--- src/rtl/horner_ctrl_fsm.sv ---
`timescale 1ns/1ps
`default_nettype none
// ============================================================================
// Module   : horner_ctrl_fsm
// Purpose  : Horner-form polynomial sequencer issuing n+1 multiply-add steps.
// Option   : HORNER_FSM_WATCHDOG_EN enables the WAIT-state stall watchdog.
// Revision : 1.0 - initial release
// ============================================================================
module horner_ctrl_fsm #(
  parameter int ORDER          = 10,
  parameter int SEL_W          = 4,
  parameter int TIMEOUT_CYCLES = 64
) (
  input  logic             clk_i,
  input  logic             reset_i,
  input  logic             adc_input_ready_i,
  input  logic [SEL_W-1:0] order_cfg_i,
  input  logic             multiplyadder_out_ready_i,
  output logic             multiplyadder_in_ready_o,
  output logic [SEL_W-1:0] coefficent_select_o,
  output logic             acc_clear_o,
  output logic             x_output_ready_o,
  output logic             busy_o,
  output logic             input_dropped_o,
  output logic             timeout_o
);

  localparam logic [SEL_W-1:0] c_ORDER_SEL = SEL_W'(ORDER);

  typedef enum logic [1:0] {
    S_IDLE  = 2'd0,
    S_ISSUE = 2'd1,
    S_WAIT  = 2'd2,
    S_DONE  = 2'd3
  } state_t;

  state_t           state_q, state_d;
  logic [SEL_W-1:0] sel_q, sel_d;
  logic             in_ready_q, acc_clear_q, x_ready_q, busy_q, dropped_q, timeout_q;
  logic             w_accept;
  logic             w_abort;
  logic             w_busy;
  logic             w_wd_expire;
  logic [SEL_W-1:0] w_order_clamped;

  assign w_busy          = (state_q == S_ISSUE) || (state_q == S_WAIT);
  assign w_order_clamped = (order_cfg_i > c_ORDER_SEL) ? c_ORDER_SEL : order_cfg_i;

`ifdef HORNER_FSM_WATCHDOG_EN
  localparam int WD_W = $clog2(TIMEOUT_CYCLES + 1);
  logic [WD_W-1:0] wd_q;

  assign w_wd_expire = (state_q == S_WAIT) && (wd_q == WD_W'(TIMEOUT_CYCLES - 1));

  // Counts consecutive WAIT cycles; any exit from WAIT restarts it.
  always_ff @(posedge clk_i) begin
    if (reset_i) begin
      wd_q <= '0;
    end else if ((state_q == S_WAIT) && (state_d == S_WAIT)) begin
      wd_q <= wd_q + WD_W'(1);
    end else begin
      wd_q <= '0;
    end
  end
`else
  assign w_wd_expire = 1'b0 & (TIMEOUT_CYCLES != 0);
`endif

  always_comb begin
    state_d  = state_q;
    sel_d    = sel_q;
    w_accept = 1'b0;
    w_abort  = 1'b0;
    case (state_q)
      S_IDLE: begin
        sel_d = c_ORDER_SEL;
        if (adc_input_ready_i) w_accept = 1'b1;
      end
      S_ISSUE: begin
        state_d = S_WAIT;
      end
      S_WAIT: begin
        if (multiplyadder_out_ready_i) begin
          if (sel_q != '0) begin
            sel_d   = sel_q - SEL_W'(1);
            state_d = S_ISSUE;
          end else begin
            sel_d   = c_ORDER_SEL;
            state_d = S_DONE;
          end
        end else if (w_wd_expire) begin
          w_abort = 1'b1;
          sel_d   = c_ORDER_SEL;
          state_d = S_IDLE;
        end
      end
      S_DONE: begin
        sel_d   = c_ORDER_SEL;
        state_d = S_IDLE;
        if (adc_input_ready_i) w_accept = 1'b1;
      end
      default: begin
        sel_d   = c_ORDER_SEL;
        state_d = S_IDLE;
      end
    endcase
    if (w_accept) begin
      sel_d   = w_order_clamped;
      state_d = S_ISSUE;
    end
  end

  // Outputs are decoded from the next state so every port comes straight off a flop.
  always_ff @(posedge clk_i) begin
    if (reset_i) begin
      state_q     <= S_IDLE;
      sel_q       <= c_ORDER_SEL;
      in_ready_q  <= 1'b0;
      acc_clear_q <= 1'b0;
      x_ready_q   <= 1'b0;
      busy_q      <= 1'b0;
      dropped_q   <= 1'b0;
      timeout_q   <= 1'b0;
    end else begin
      state_q     <= state_d;
      sel_q       <= sel_d;
      in_ready_q  <= (state_d == S_ISSUE);
      acc_clear_q <= w_accept;
      x_ready_q   <= (state_d == S_DONE);
      busy_q      <= (state_d == S_ISSUE) || (state_d == S_WAIT);
      dropped_q   <= adc_input_ready_i && w_busy;
      timeout_q   <= w_abort;
    end
  end

  assign multiplyadder_in_ready_o = in_ready_q;
  assign coefficent_select_o      = sel_q;
  assign acc_clear_o              = acc_clear_q;
  assign x_output_ready_o         = x_ready_q;
  assign busy_o                   = busy_q;
  assign input_dropped_o          = dropped_q;
  assign timeout_o                = timeout_q;

endmodule
`default_nettype wire

--- config.mk ---
export PLATFORM = sky130hd
export DESIGN_NAME = horner_ctrl_fsm
export DESIGN_NICKNAME = d
export VERILOG_FILES = /design/src/rtl/horner_ctrl_fsm.sv
export SDC_FILE = /design/constraint.sdc
export NUM_CORES = 1
export LEC_CHECK = 0
export CORE_MARGIN = 4
export CORE_UTILIZATION = 40
export DETAILED_ROUTE_END_ITERATION = 10
export GPL_TIMING_DRIVEN = 0
export PLACE_DENSITY = 0.69
export SETUP_SLACK_MARGIN = 0.5
export SLEW_MARGIN = 20
export SYNTH_ARGS = -nofsm -noshare
export SYNTH_HDL_FRONTEND = slang
export SYNTH_SLANG_ARGS = --single-unit
--- constraint.sdc ---
create_clock -name clk_i -period 1.8 [get_ports clk_i]
set_input_delay 0.27 -clock clk_i [delete_from_list [all_inputs] [get_ports clk_i]]
set_output_delay 0.27 -clock clk_i [all_outputs]
set_load 0.02 [all_outputs]
=== After elaboration in Yosys (flattened, before gate mapping) ===
Index checks and enable logic that the tools add are counted.

* Flip-flop bits (word level): 11
* Latch bits: 0
* RAM bits: 0
* Memory bits (read-only): 0
* Input port bits: 8
* Output and inout port bits: 10
* Word-level logic and storage cells: 35
* Memories: 0

* Add/sub/neg operators: 1
* Multipliers: 0
* Divide/modulo/power cells: 0
* Order comparisons: 1
* Eq/ne operators: 7
* Shift operators: 0
* Muxes and demuxes: 11
* Bitwise logic cells: 0
* Reductions and logical operators: 8

{| class="wikitable"
|+ Operators by type and width
! operator !! count
|-
| $mux W4 || 4
|-
| $eq A2 B2 Y1 const B || 4
|-
| $pmux W4 S2 || 1
|-
| $mux W2 || 3
|-
| $pmux W2 S3 || 1
|-
| $eq A2 B1 Y1 const B || 2
|-
| $gt A4 B4 Y1 const B || 1
|-
| $reduce_bool A4 Y1 || 1
|-
| $sub A4 B1 Y4 const B || 1
|-
| $ne A3 B3 Y1 const B || 1
|-
| $reduce_bool A3 Y1 || 1
|-
| $logic_not A2 Y1 || 1
|-
| $logic_or A1 B1 Y1 || 2
|-
| $mux W1 || 2
|-
| $reduce_and A2 Y1 || 1
|-
| $reduce_or A2 Y1 || 1
|-
| $logic_and A1 B1 Y1 || 1
|}

=== Depth between registers and ports, before layout ===
Gate-level depths: netlist of run 1.

* Depth after elaboration: 7
* Mapped depth: 8
* Depth with buffers taken out: 8

=== Worst setup path before layout of run 1 ===
No wires, ideal clock.

* Path type: reg-to-reg
* Start: reg state_q[1]
* End: reg sel_q[1] (netlist: coefficent_select_o[1])
* Setup time: 120 ps
* Arrival: 1536 ps
* Data required time: 1680 ps
* Path slack: 145 ps
* Cell stages (with the launch flop): 7
* Path buffers: 0
* Period minus slack after synthesis: 1655 ps
* Cell sequence: dfxtp_1 inv_1 ha_1 or2b_2 a211oi_1 a211oi_1 a211o_1

* Word-level cells in the longest chain between the ends: 5
* Elaborated cells on any way between the ends: 10
* Those cells by class: eq/ne: 3; mux: 3; reduce/logical: 4

{| class="wikitable"
|+ RTL lines
! item !! RTL line !! source
|-
| from (decl) || 37 || <nowiki>state_t state_q, state_d;</nowiki>
|-
| from (signal assigned) || 125 || <nowiki>state_q <= state_d;</nowiki>
|-
| $eq A2 B2 Y1 or $logic_not A2 Y1 (tied branches) || 74 || <nowiki>case (state_q)</nowiki>
|-
| $reduce_or A2 Y1 (no source line) || -- ||
|-
| $mux W1 || -- ||
|-
| $ne A3 B3 Y1 (no source line) or $reduce_bool A3 Y1 (tied branches) || -- ||
|-
| $reduce_and A2 Y1 (no source line) || -- ||
|-
| to (signal assigned) || 117 || <nowiki>sel_q <= c_ORDER_SEL;</nowiki>
|-
| to (signal assigned) || 126 || <nowiki>sel_q <= sel_d;</nowiki>
|-
| to (decl) || 38 || <nowiki>logic [SEL_W-1:0] sel_q, sel_d;</nowiki>
|}

Several ways; a longest one is shown, not always the timed one.
A chain may end at the register's enable or synchronous reset.

=== Worst setup path in the final report of run 1 ===
* Start: reg state_q[0]
* End: reg x_ready_q (netlist: x_output_ready_o)

* Word-level cells in the longest chain between the ends: 5
* Elaborated cells on any way between the ends: 10
* Those cells by class: eq/ne: 4; mux: 4; reduce/logical: 2

{| class="wikitable"
|+ RTL lines
! item !! RTL line !! source
|-
| $eq A2 B2 Y1 or $logic_not A2 Y1 (tied branches) || 74 ||
|-
| $reduce_or A2 Y1 (no source line) || -- ||
|-
| $mux W1 || -- ||
|-
| $mux W2 (*) || 107 || <nowiki>if (w_accept) begin</nowiki>
|-
| named net state_d[1] || 37 ||
|-
| $eq A2 B2 Y1 (*) || 129 || <nowiki>x_ready_q <= (state_d == S_DONE);</nowiki>
|-
| to (signal assigned) || 129 ||
|-
| to (decl) || 39 || <nowiki>logic in_ready_q, acc_clear_q, x_ready_q, busy_q, dropped_q, timeout_q;</nowiki>
|}

Mark *: on every way through the listed nets, which the timed path passes. The rest lies on a longest branch.

==> results of run 1 <==
-- how the worst min path moves through the flow --
stage	from	to	slack, ns	cells past startpoint
2_1_floorplan	adc_input_ready_i	input_dropped_o	0.38	2
3_3_place_gp	coefficent_select_o[1]	coefficent_select_o[1]	0.49	1
3_5_place_dp	coefficent_select_o[1]	coefficent_select_o[1]	0.50	1
4_1_cts	coefficent_select_o[1]	coefficent_select_o[1]	0.52	1
5_1_grt	coefficent_select_o[1]	coefficent_select_o[1]	0.54	1
6_report	coefficent_select_o[1]	coefficent_select_o[1]	0.51	1
-- power by group --
part	leakage [nW]	internal (mW)	total, mW	switching (mW)
registers	0.0924	0.295	0.340	0.0453
clock network	0.0150	0.0861	0.174	0.0881
logic	0.343	0.251	0.503	0.252
total	0.450	0.632	1.02	0.385
-- cell families (layout without fill, tap and decap cells) --
logic type	Yosys count	after routing	synth area share, %
multiplexers	1	1	1.62
AO/OA/AOI/OAI	17	17	20.6
XOR/XNOR	1	1	1.42
AND/OR/NAND/NOR	24	24	19.4
adder cells (fa/ha/maj)	6	6	12.1
flip-flops	11	11	35.6
buffers and inverters	11	40	8.50
other	1	1	0.607
-- state kept, by name, indices dropped and copies added (netlist names) --
name / flops
input_dropped_o: 1
coefficent_select_o: 4
state_q: 2
acc_clear_o: 1
multiplyadder_in_ready_o: 1
busy_o: 1
x_output_ready_o: 1
-- routing by layer --
| layer | share of wire, % | wire (um) | vias up |
|---|---|---|---|
| li1 | - | - | 303 |
| met1 | 42 | 704 | 289 |
| met2 | 45 | 757 | 44 |
| met3 | 9.6 | 161 | 9 |
| met4 | 3.6 | 61 | 0 |
| met5 | 0 | 0 | - |
-- worst max-delay path, cell delays in order (launching register included) --
cell and delay [ns]:
dfxtp_2 0.37, inv_4 0.05, ha_4 0.25, nor2b_2 0.19, nor2_1 0.07, o21ai_2 0.10
inv_1 0.07, ha_1 0.17, nor2b_1 0.12
-- layout by cell type (no fill, tap or decap), types with 2 or more instances in the layout --
cell             count
inv_4                2
a21oi_1              2
buf_6                4
inv_1                5
dfxtp_2              3
dfxtp_4              3
nor2b_1              2
dfxtp_1              5
inv_2                2
buf_4                7
o21ai_0              2
dlygate4sd2_1        7
clkbuf_4             3
a211oi_1             2
nor2_2               2
nor2_1               9
ha_4                 4
ha_1                 2
clkdlybuf4s50_1      7
-- layout make-up --
class | count | area [um^2] | share of cell area, %
plain buffers | 2 | 18.8 | 1.81
clock buffers | 4 | 26.3 | 2.54
inverters | 9 | 38.8 | 3.75
multi-input cells | 50 | 470 | 45.5
flip-flops and latches | 11 | 235 | 22.7
well taps | 15 | 18.8 | 1.81
repair buffers | 25 | 226 | 21.9
-- through the flow --
step | hold WS, ns | instance area (um^2)
global route | 0.536 | 1030
finish | 0.512 | 1030
detailed placement | 0.499 | 851
CTS | 0.516 | 946
floorplan | 0.382 | 672
global placement | 0.494 | 851
-- timing repair --
| action | CTS | global route |
|---|---|---|
| hold endpoints to repair | 0 | 0 |
| pin swaps | 5 | 10 |
| endpoints found under the setup margin | 16 | 10 |
| gates resized for setup | 16 | 17 |
| setup buffers | 6 | 3 |
==> results.json, run 1 <==
{
  "status": "complete, no violations",
  "die_w_um": 47.3,
  "crit_path_start": "state_q[0]",
  "antenna_found_initial": 0,
  "htree_levels": 1,
  "ioPinCount": 18,
  "hold_viol_final": 0,
  "max_cap_viol_count": 0,
  "ys_ff_latch": 11,
  "reg2reg_to": "x_output_ready_o",
  "gr-usage-met1_pct": 19.9,
  "synthTopCellsByCount": "12 x nor2_1, 11 x dfxtp_1, 9 x inv_1",
  "fin_crit_sh_pct": 83.6,
  "setup_viol": 0,
  "routed-via-count": 645,
  "start_kind": "register",
  "syn_nets": 86,
  "layoutNonFillerInstCount": 116,
  "synth_area_leader_cell": "dfxtp_1",
  "hp-class": "reg -> reg",
  "routabilityCongestion": 0.761,
  "synth.distinct_cells": 28,
  "cts_buffers": 3,
  "ir_drop_v": 0.000600,
  "layout.nets": 116,
  "critPathCapture": "x_output_ready_o",
  "grt_pass1_wl_um": 2490,
  "worst-setup-path-type": "reg -> reg",
  "power_mw": 1.02,
  "met2_usage_pct": 24.3,
  "synth-edff-count": 0,
  "syn_avg_cell_area_um2": 8.58,
  "worst_ep_arrival_time_ns": 1.67,
  "slew_violations": 0,
  "hold_buffers": 0,
  "detail-route-antenna-nets": 0,
  "fillCellCount": 106,
  "powerDensity_mw_per_mm2": 983,
  "clockBufferDepth": 2,
  "cts_num_sinks": 11,
  "synth_ff_type": "dfxtp_1",
  "fmax_ghz": 0.664,
  "wl_um": 1680,
  "min_period_ns": 1.50,
  "dp.cells": 103,
  "fp.coreArea_mm2": 0.00138,
  "io_buffers": 16,
  "dieArea_mm2": 0.00224,
  "crit_path_end_kind": "register",
  "n_antenna_cell": 0,
  "viasPerCell": 5.56,
  "clk_pin_slew_worst_paths_ns": 0.07,
  "cts_tree": "yes",
  "post-route-util_pct": 74.8,
  "syn_area_um2": 618,
  "synthArstFlopShare_pct": 0,
  "drc": 0,
  "syn_inst": 72,
  "synth_top_area_share_pct": 35.6,
  "synth_most_common_cell": "nor2_1",
  "clk-insertion-delay-late_ns": 0.28,
  "grt_pass1_vias": 586,
  "dr.first_iter.drc_count": 25,
  "dr.pass1.iters": 5,
  "synth_area_leaders": "dfxtp_1 36%, ha_1 12%, nor2_1 7.3%, inv_1 5.5%, nor2b_1 4.0%",
  "overflow": 0,
  "finClkSkew_ns": 0.00482,
  "wl_per_cell_um": 14.5,
  "areaGrowthSynthToFinish_pct": 67.4,
  "start_util_pct": 44.7,
  "drive_gt1_share_pct": 41.6,
  "setup_ws_ns": 0.295,
  "reg2reg_depth": 8,
  "grt_max_degree": 11,
  "tns_ns": 0,
  "busiest_layer": "met2",
  "cts-root-buf": "clkbuf_4",
  "yosys_warnings": 0,
  "p_leak_nw": 0.450,
  "reg2reg_slack_ns": 0.30,
  "die-height_um": 47.3,
  "grt_use_total_pct": 16.3,
  "cp.required_ns": 1.97,
  "dp_hpwl_um": 1030,
  "pre_cts_ws_ns": 0.0628,
  "rsz0062_at_grt": "yes",
  "row_count": 13,
  "met3_usage_pct": 5.75,
  "r2r-start": "state_q[0]",
  "synth_seq_area_share_pct": 35.6,
  "cp_max_fo": 5
}
Note: power is estimated with default switching activity, not from simulation.
==> run 2: changes to the inputs <==
==> constraint.sdc (replaced) <==
create_clock -name clk_i -period 1.3 [get_ports clk_i]
set_input_delay 0.195 -clock clk_i [delete_from_list [all_inputs] [get_ports clk_i]]
set_output_delay 0.195 -clock clk_i [all_outputs]
set_load 0.02 [all_outputs]
==> run 2 against run 1 <==
The run now ends with setup timing left. Die area did not move. Design area up 8.8%. Utilization up 6.6 points. Critical path depth stayed put. Global-route usage is 0.67 points higher. Combinational power rose by 61%. Maximum frequency grew 0.58%. Register-to-register slack got worse by 0.49 ns. Clock skew is 0.0043 ns lower. Highest routed layer unchanged.
==> results.json, run 2 (same netlist as run 1, synthesis figures left out) <==
{
  "status": "finished with violations",
  "whs_ns": 0.525,
  "largest_reg_flops": 4,
  "cts_num_sinks": 11,
  "htree_levels": 1,
  "dieArea_mm2": 0.00224,
  "hold_buffers": 0,
  "final_cell_area_mm2": 0.00113,
  "reg2reg_depth": 8,
  "n_antenna_cell": 0,
  "crit_path_end_kind": "register",
  "die_w_um": 47.3,
  "worst_ep_arrival_time_ns": 1.66,
  "drc": 0,
  "powerDensity_mw_per_mm2": 1350,
  "final-seq-area_um2": 245,
  "fillCellCount": 91,
  "cts_tree": "yes",
  "crit_path_start": "state_q[1]",
  "clk-insertion-delay-late_ns": 0.26,
  "hp-class": "reg -> reg",
  "fmax_ghz": 0.668,
  "slew_violations": 0,
  "overflow": 0,
  "routabilityCongestion": 0.764,
  "reg2reg_to": "x_output_ready_o",
  "clockBufferDepth": 2,
  "start_util_pct": 44.7,
  "power_mw": 1.52,
  "min_period_ns": 1.50,
  "r2r-start": "state_q[1]",
  "place_area_um2": 853,
  "cp.required_ns": 1.46,
  "multi_input_area_um2": 494,
  "row_count": 13,
  "clk_pin_slew_worst_paths_ns": 0.07,
  "die-height_um": 47.3,
  "grt_pass1_wl_um": 2640,
  "grt_pass1_vias": 614,
  "detail-route-antenna-nets": 0,
  "setup_ws_ns": -0.196,
  "cp_max_fo": 5,
  "drive_gt1_share_pct": 57.1,
  "grt_use_total_pct": 17.0,
  "max_cap_viol_count": 0,
  "finClkSkew_ns": 0.000508,
  "dr.first_iter.drc_count": 11,
  "viasPerCell": 5.49,
  "cts_buffers": 3,
  "ioPinCount": 18,
  "rsz0062_at_grt": "yes",
  "io_buffers": 16,
  "p_leak_nw": 0.481,
  "grt_max_degree": 11,
  "violations": "setup timing",
  "final_cell_mix": "14 x buf_6, 10 x buf_4, 9 x nor2_1, 7 x clkdlybuf4s50_1",
  "setup_viol": 9,
  "ir_drop_v": 0.00102,
  "dp.cells": 103,
  "tns_ns": -1.23,
  "worst-setup-path-type": "reg -> reg",
  "antenna_found_initial": 0,
  "wl_per_cell_um": 14.6,
  "fin_crit_sh_pct": 115,
  "areaGrowthSynthToFinish_pct": 82.2,
  "reg2reg_slack_ns": -0.20,
  "critPathCapture": "x_output_ready_o",
  "start_kind": "register",
  "cts-root-buf": "clkbuf_4",
  "min_from": "coefficent_select_o[1]",
  "dr.pass1.iters": 4,
  "layoutNonFillerInstCount": 120,
  "hold_viol_final": 0,
  "final_common_cell": "buf_6",
  "fp.coreArea_mm2": 0.00138,
  "layout.nets": 120,
  "wl_um": 1750,
  "routed-via-count": 659,
  "dp_hpwl_um": 1050
}
[run 2: cell count changes in the layout (fill, tap and decap cells not counted), moves of 2 or more]
cell | before | now
buf_6 | 4 | 14
dlygate4sd2_1 | 7 | 0
dfxtp_1 | 5 | 1
buf_4 | 7 | 10
dfxtp_2 | 3 | 5
dfxtp_4 | 3 | 5
[run 2: worst min-delay path by stage]
stage / end / slack [ns] / cells past startpoint
CTS: coefficent_select_o[1] / 0.53 / 1
global route: coefficent_select_o[0] / 0.55 / 2
finish: coefficent_select_o[1] / 0.52 / 1
global placement: coefficent_select_o[1] / 0.50 / 1
floorplan: input_dropped_o / 0.31 / 2
detailed placement: coefficent_select_o[1] / 0.50 / 1
[run 2: routing by layer]
layer,vias to the layer above,share of wire [%],track usage [%]
met4,0,2.9,9.94
met5,-,0,0
met1,309,44,23.2
li1,314,-,-
met3,8,4.6,3.83
met2,28,49,24.1
[run 2: repair_timing]
item / 4_1_cts / 5_1_grt
setup buffers: 6 / 7
pin swaps: 5 / 12
endpoints found under the setup margin: 20 / 20
gates resized for setup: 63 / 21
[run 2: where the power goes]
part,switching (mW),internal (mW)
Sequential,0.0706,0.414
Combinational,0.370,0.437
Clock,0.112,0.119
Total,0.553,0.970
[run 2: cell type report]
cell class              instances  area share, %
clock buffers                   4           2.33
flip-flops and latches         11           21.8
well taps                      15           1.67
repair buffers                 29           25.2
multi-input cells              50           43.9
inverters                       9           3.44
plain buffers                   2           1.67
[run 2: critical path, cell delays in order (launching register included)]
cell and delay [ns]:
dfxtp_4 0.35, buf_6 0.12, ha_4 0.17, mux2i_1 0.19
nor2_2 0.08, o21ai_4 0.09, inv_1 0.08, ha_1 0.18
nor2b_2 0.14
[run 2: through the flow]
| step | util (%) | worst slack (ns) |
|---|---|---|
| global route | 81.4 | -0.253 |
| global placement | 61.7 | -0.376 |
| floorplan | - | -0.143 |
| CTS | 70.5 | -0.201 |
| detailed placement | 61.7 | -0.348 |
| finish | 81.4 | -0.196 |
==> run 3: changes to the inputs <==
--- a/config.mk
+++ b/config.mk
@@ -8,9 +8,9 @@
 export CORE_MARGIN = 4
 export CORE_UTILIZATION = 40
 export DETAILED_ROUTE_END_ITERATION = 10
-export GPL_TIMING_DRIVEN = 0
 export PLACE_DENSITY = 0.69
 export SETUP_SLACK_MARGIN = 0.5
+export SKIP_CTS_REPAIR_TIMING = 1
 export SLEW_MARGIN = 20
 export SYNTH_ARGS = -nofsm -noshare
 export SYNTH_HDL_FRONTEND = slang
==> run 3 against run 2 <==
The flow still finishes with violations (setup timing). Critical path type unchanged. Sequential share of layout area rose by 1.5 points. Global-route usage fell by 0.90 points. Clock power barely moved. Utilization fell by 7.3 points.
==> results.json, run 3 (same netlist as run 1, synthesis figures left out) <==
{
  "crit_path_end_kind": "register",
  "dieArea_mm2": 0.00224,
  "cts_num_sinks": 11,
  "io_buffers": 16,
  "cp.required_ns": 1.45,
  "reg2reg_slack_ns": -0.20,
  "htree_levels": 1,
  "hp-class": "in -> reg",
  "final_cell_mix": "14 x buf_4, 12 x nor2_1, 11 x buf_6, 7 x clkdlybuf4s50_1, 6 x dfxtp_2",
  "min_period_ns": 1.50,
  "whs_ns": 0.568,
  "finClkSkew_ns": 0.00623,
  "setup_ws_ns": -0.203,
  "powerDensity_mw_per_mm2": 1390,
  "cts_tree": "yes",
  "areaGrowthSynthToFinish_pct": 65.8,
  "dr.first_iter.drc_count": 15,
  "status": "finished with violations",
  "wl_um": 1600,
  "cp_top_family": "compound AO/OA/AOI/OAI gates",
  "routabilityCongestion": 0.891,
  "violations": "setup timing",
  "reg2reg_to": "coefficent_select_o[1]",
  "cp_slowest_stage_delay_ns": 0.33,
  "power_mw": 1.42,
  "setup_viol": 7,
  "max_cap_viol_count": 0,
  "grt_max_degree": 11,
  "p_leak_nw": 0.456,
  "reg2reg_depth": 6,
  "dr.pass1.iters": 4,
  "start_kind": "register",
  "drive_gt1_share_pct": 49.1,
  "cts_buffers": 3,
  "cp_max_fo": 5,
  "layout.nets": 121,
  "largest_reg_flops": 4,
  "antenna_found_initial": 0,
  "worst_ep_arrival_time_ns": 1.65,
  "crit_path_start": "state_q[0]",
  "crit_chain": "inv_2 > ha_4 > or2b_4 > a211oi_2 > a211oi_1 > a211o_1",
  "viasPerCell": 5.07,
  "cpMaxStageDelayCell": "dfxtp_2",
  "cp.depth": 6,
  "fp.coreArea_mm2": 0.00138,
  "rsz0062_at_grt": "yes",
  "slew_violations": 0,
  "hold_viol_final": 0,
  "worst-path-buf-inv": 1,
  "cts-root-buf": "clkbuf_4",
  "detail-route-antenna-nets": 0,
  "r2r-start": "state_q[0]",
  "row_count": 13,
  "clockBufferDepth": 2,
  "place_area_um2": 955,
  "die-height_um": 47.3,
  "fmax_ghz": 0.665,
  "grt_pass1_wl_um": 2470,
  "die_w_um": 47.3,
  "grt_pass1_vias": 614,
  "ioPinCount": 18,
  "final_cell_area_mm2": 0.00102,
  "critPathCapture": "coefficent_select_o[1]",
  "drc": 0,
  "dp_hpwl_um": 1280,
  "final_common_cell": "buf_4",
  "worst-setup-path-type": "reg -> reg",
  "fin_crit_sh_pct": 116,
  "grt_use_total_pct": 16.1,
  "overflow": 0,
  "tns_ns": -0.856,
  "wl_per_cell_um": 13.2,
  "routed-via-count": 614,
  "clk-insertion-delay-late_ns": 0.27,
  "clk_pin_slew_worst_paths_ns": 0.07,
  "n_antenna_cell": 0,
  "ir_drop_v": 0.000892,
  "start_util_pct": 44.7
}
-- run 3: cell types whose count changed in the layout (fill, tap and decap cells not counted), moves of 3 or more --
| cell | change |
|---|---|
| ha_4 | -3 |
| nor2_2 | -3 |
| nor2_1 | +3 |
| buf_6 | -3 |
| buf_4 | +4 |
-- run 3: how the worst min path moves through the flow --
stage / cells past startpoint / start / slack [ns] / endpoint
floorplan: 2 / adc_input_ready_i / 0.31 / input_dropped_o
global placement: 3 / coefficent_select_o[0] / 0.57 / coefficent_select_o[0]
detailed placement: 2 / coefficent_select_o[1] / 0.58 / coefficent_select_o[1]
CTS: 3 / adc_input_ready_i / 0.57 / input_dropped_o
global route: 3 / adc_input_ready_i / 0.59 / input_dropped_o
finish: 3 / adc_input_ready_i / 0.57 / input_dropped_o
-- run 3: routing by layer --
metal,routed length [um],share of wire [%],track usage (%)
met1,718,45,19.2
met2,715,45,24.6
met5,0,0,0
met4,24,1.5,9.94
met3,140,8.8,5.36
-- run 3: area by class of cell --
class | instances | area, um^2
Clock buffer | 4 | 26.3
Fill cell | 105 | 358
Inverter | 9 | 33.8
Multi-Input combinational cell | 50 | 408
Sequential cell | 11 | 239
Tap cell | 15 | 18.8
Timing Repair Buffer | 32 | 299
-- run 3: metrics by stage --
step | setup slack, ns | cells | util, %
6_report | -0.203 | 121 | 74.1
5_1_grt | -0.253 | 121 | 74.1
4_1_cts | -0.228 | 121 | 71.0
3_5_place_dp | -0.379 | 117 | 69.0
3_3_place_gp | -0.314 | 117 | 69.0
2_1_floorplan | -0.143 | 72 | -
-- run 3: power breakdown --
part | switching, mW | internal, mW
sequential | 0.0499 | 0.412
combinational | 0.335 | 0.392
clock | 0.112 | 0.119
-- run 3: worst register-to-register path, stage by stage (launching register included) --
cell,delay [ns]
dfxtp_2,0.33
inv_2,0.05
ha_4,0.26
or2b_4,0.28
a211oi_2,0.15
a211oi_1,0.06
a211o_1,0.27
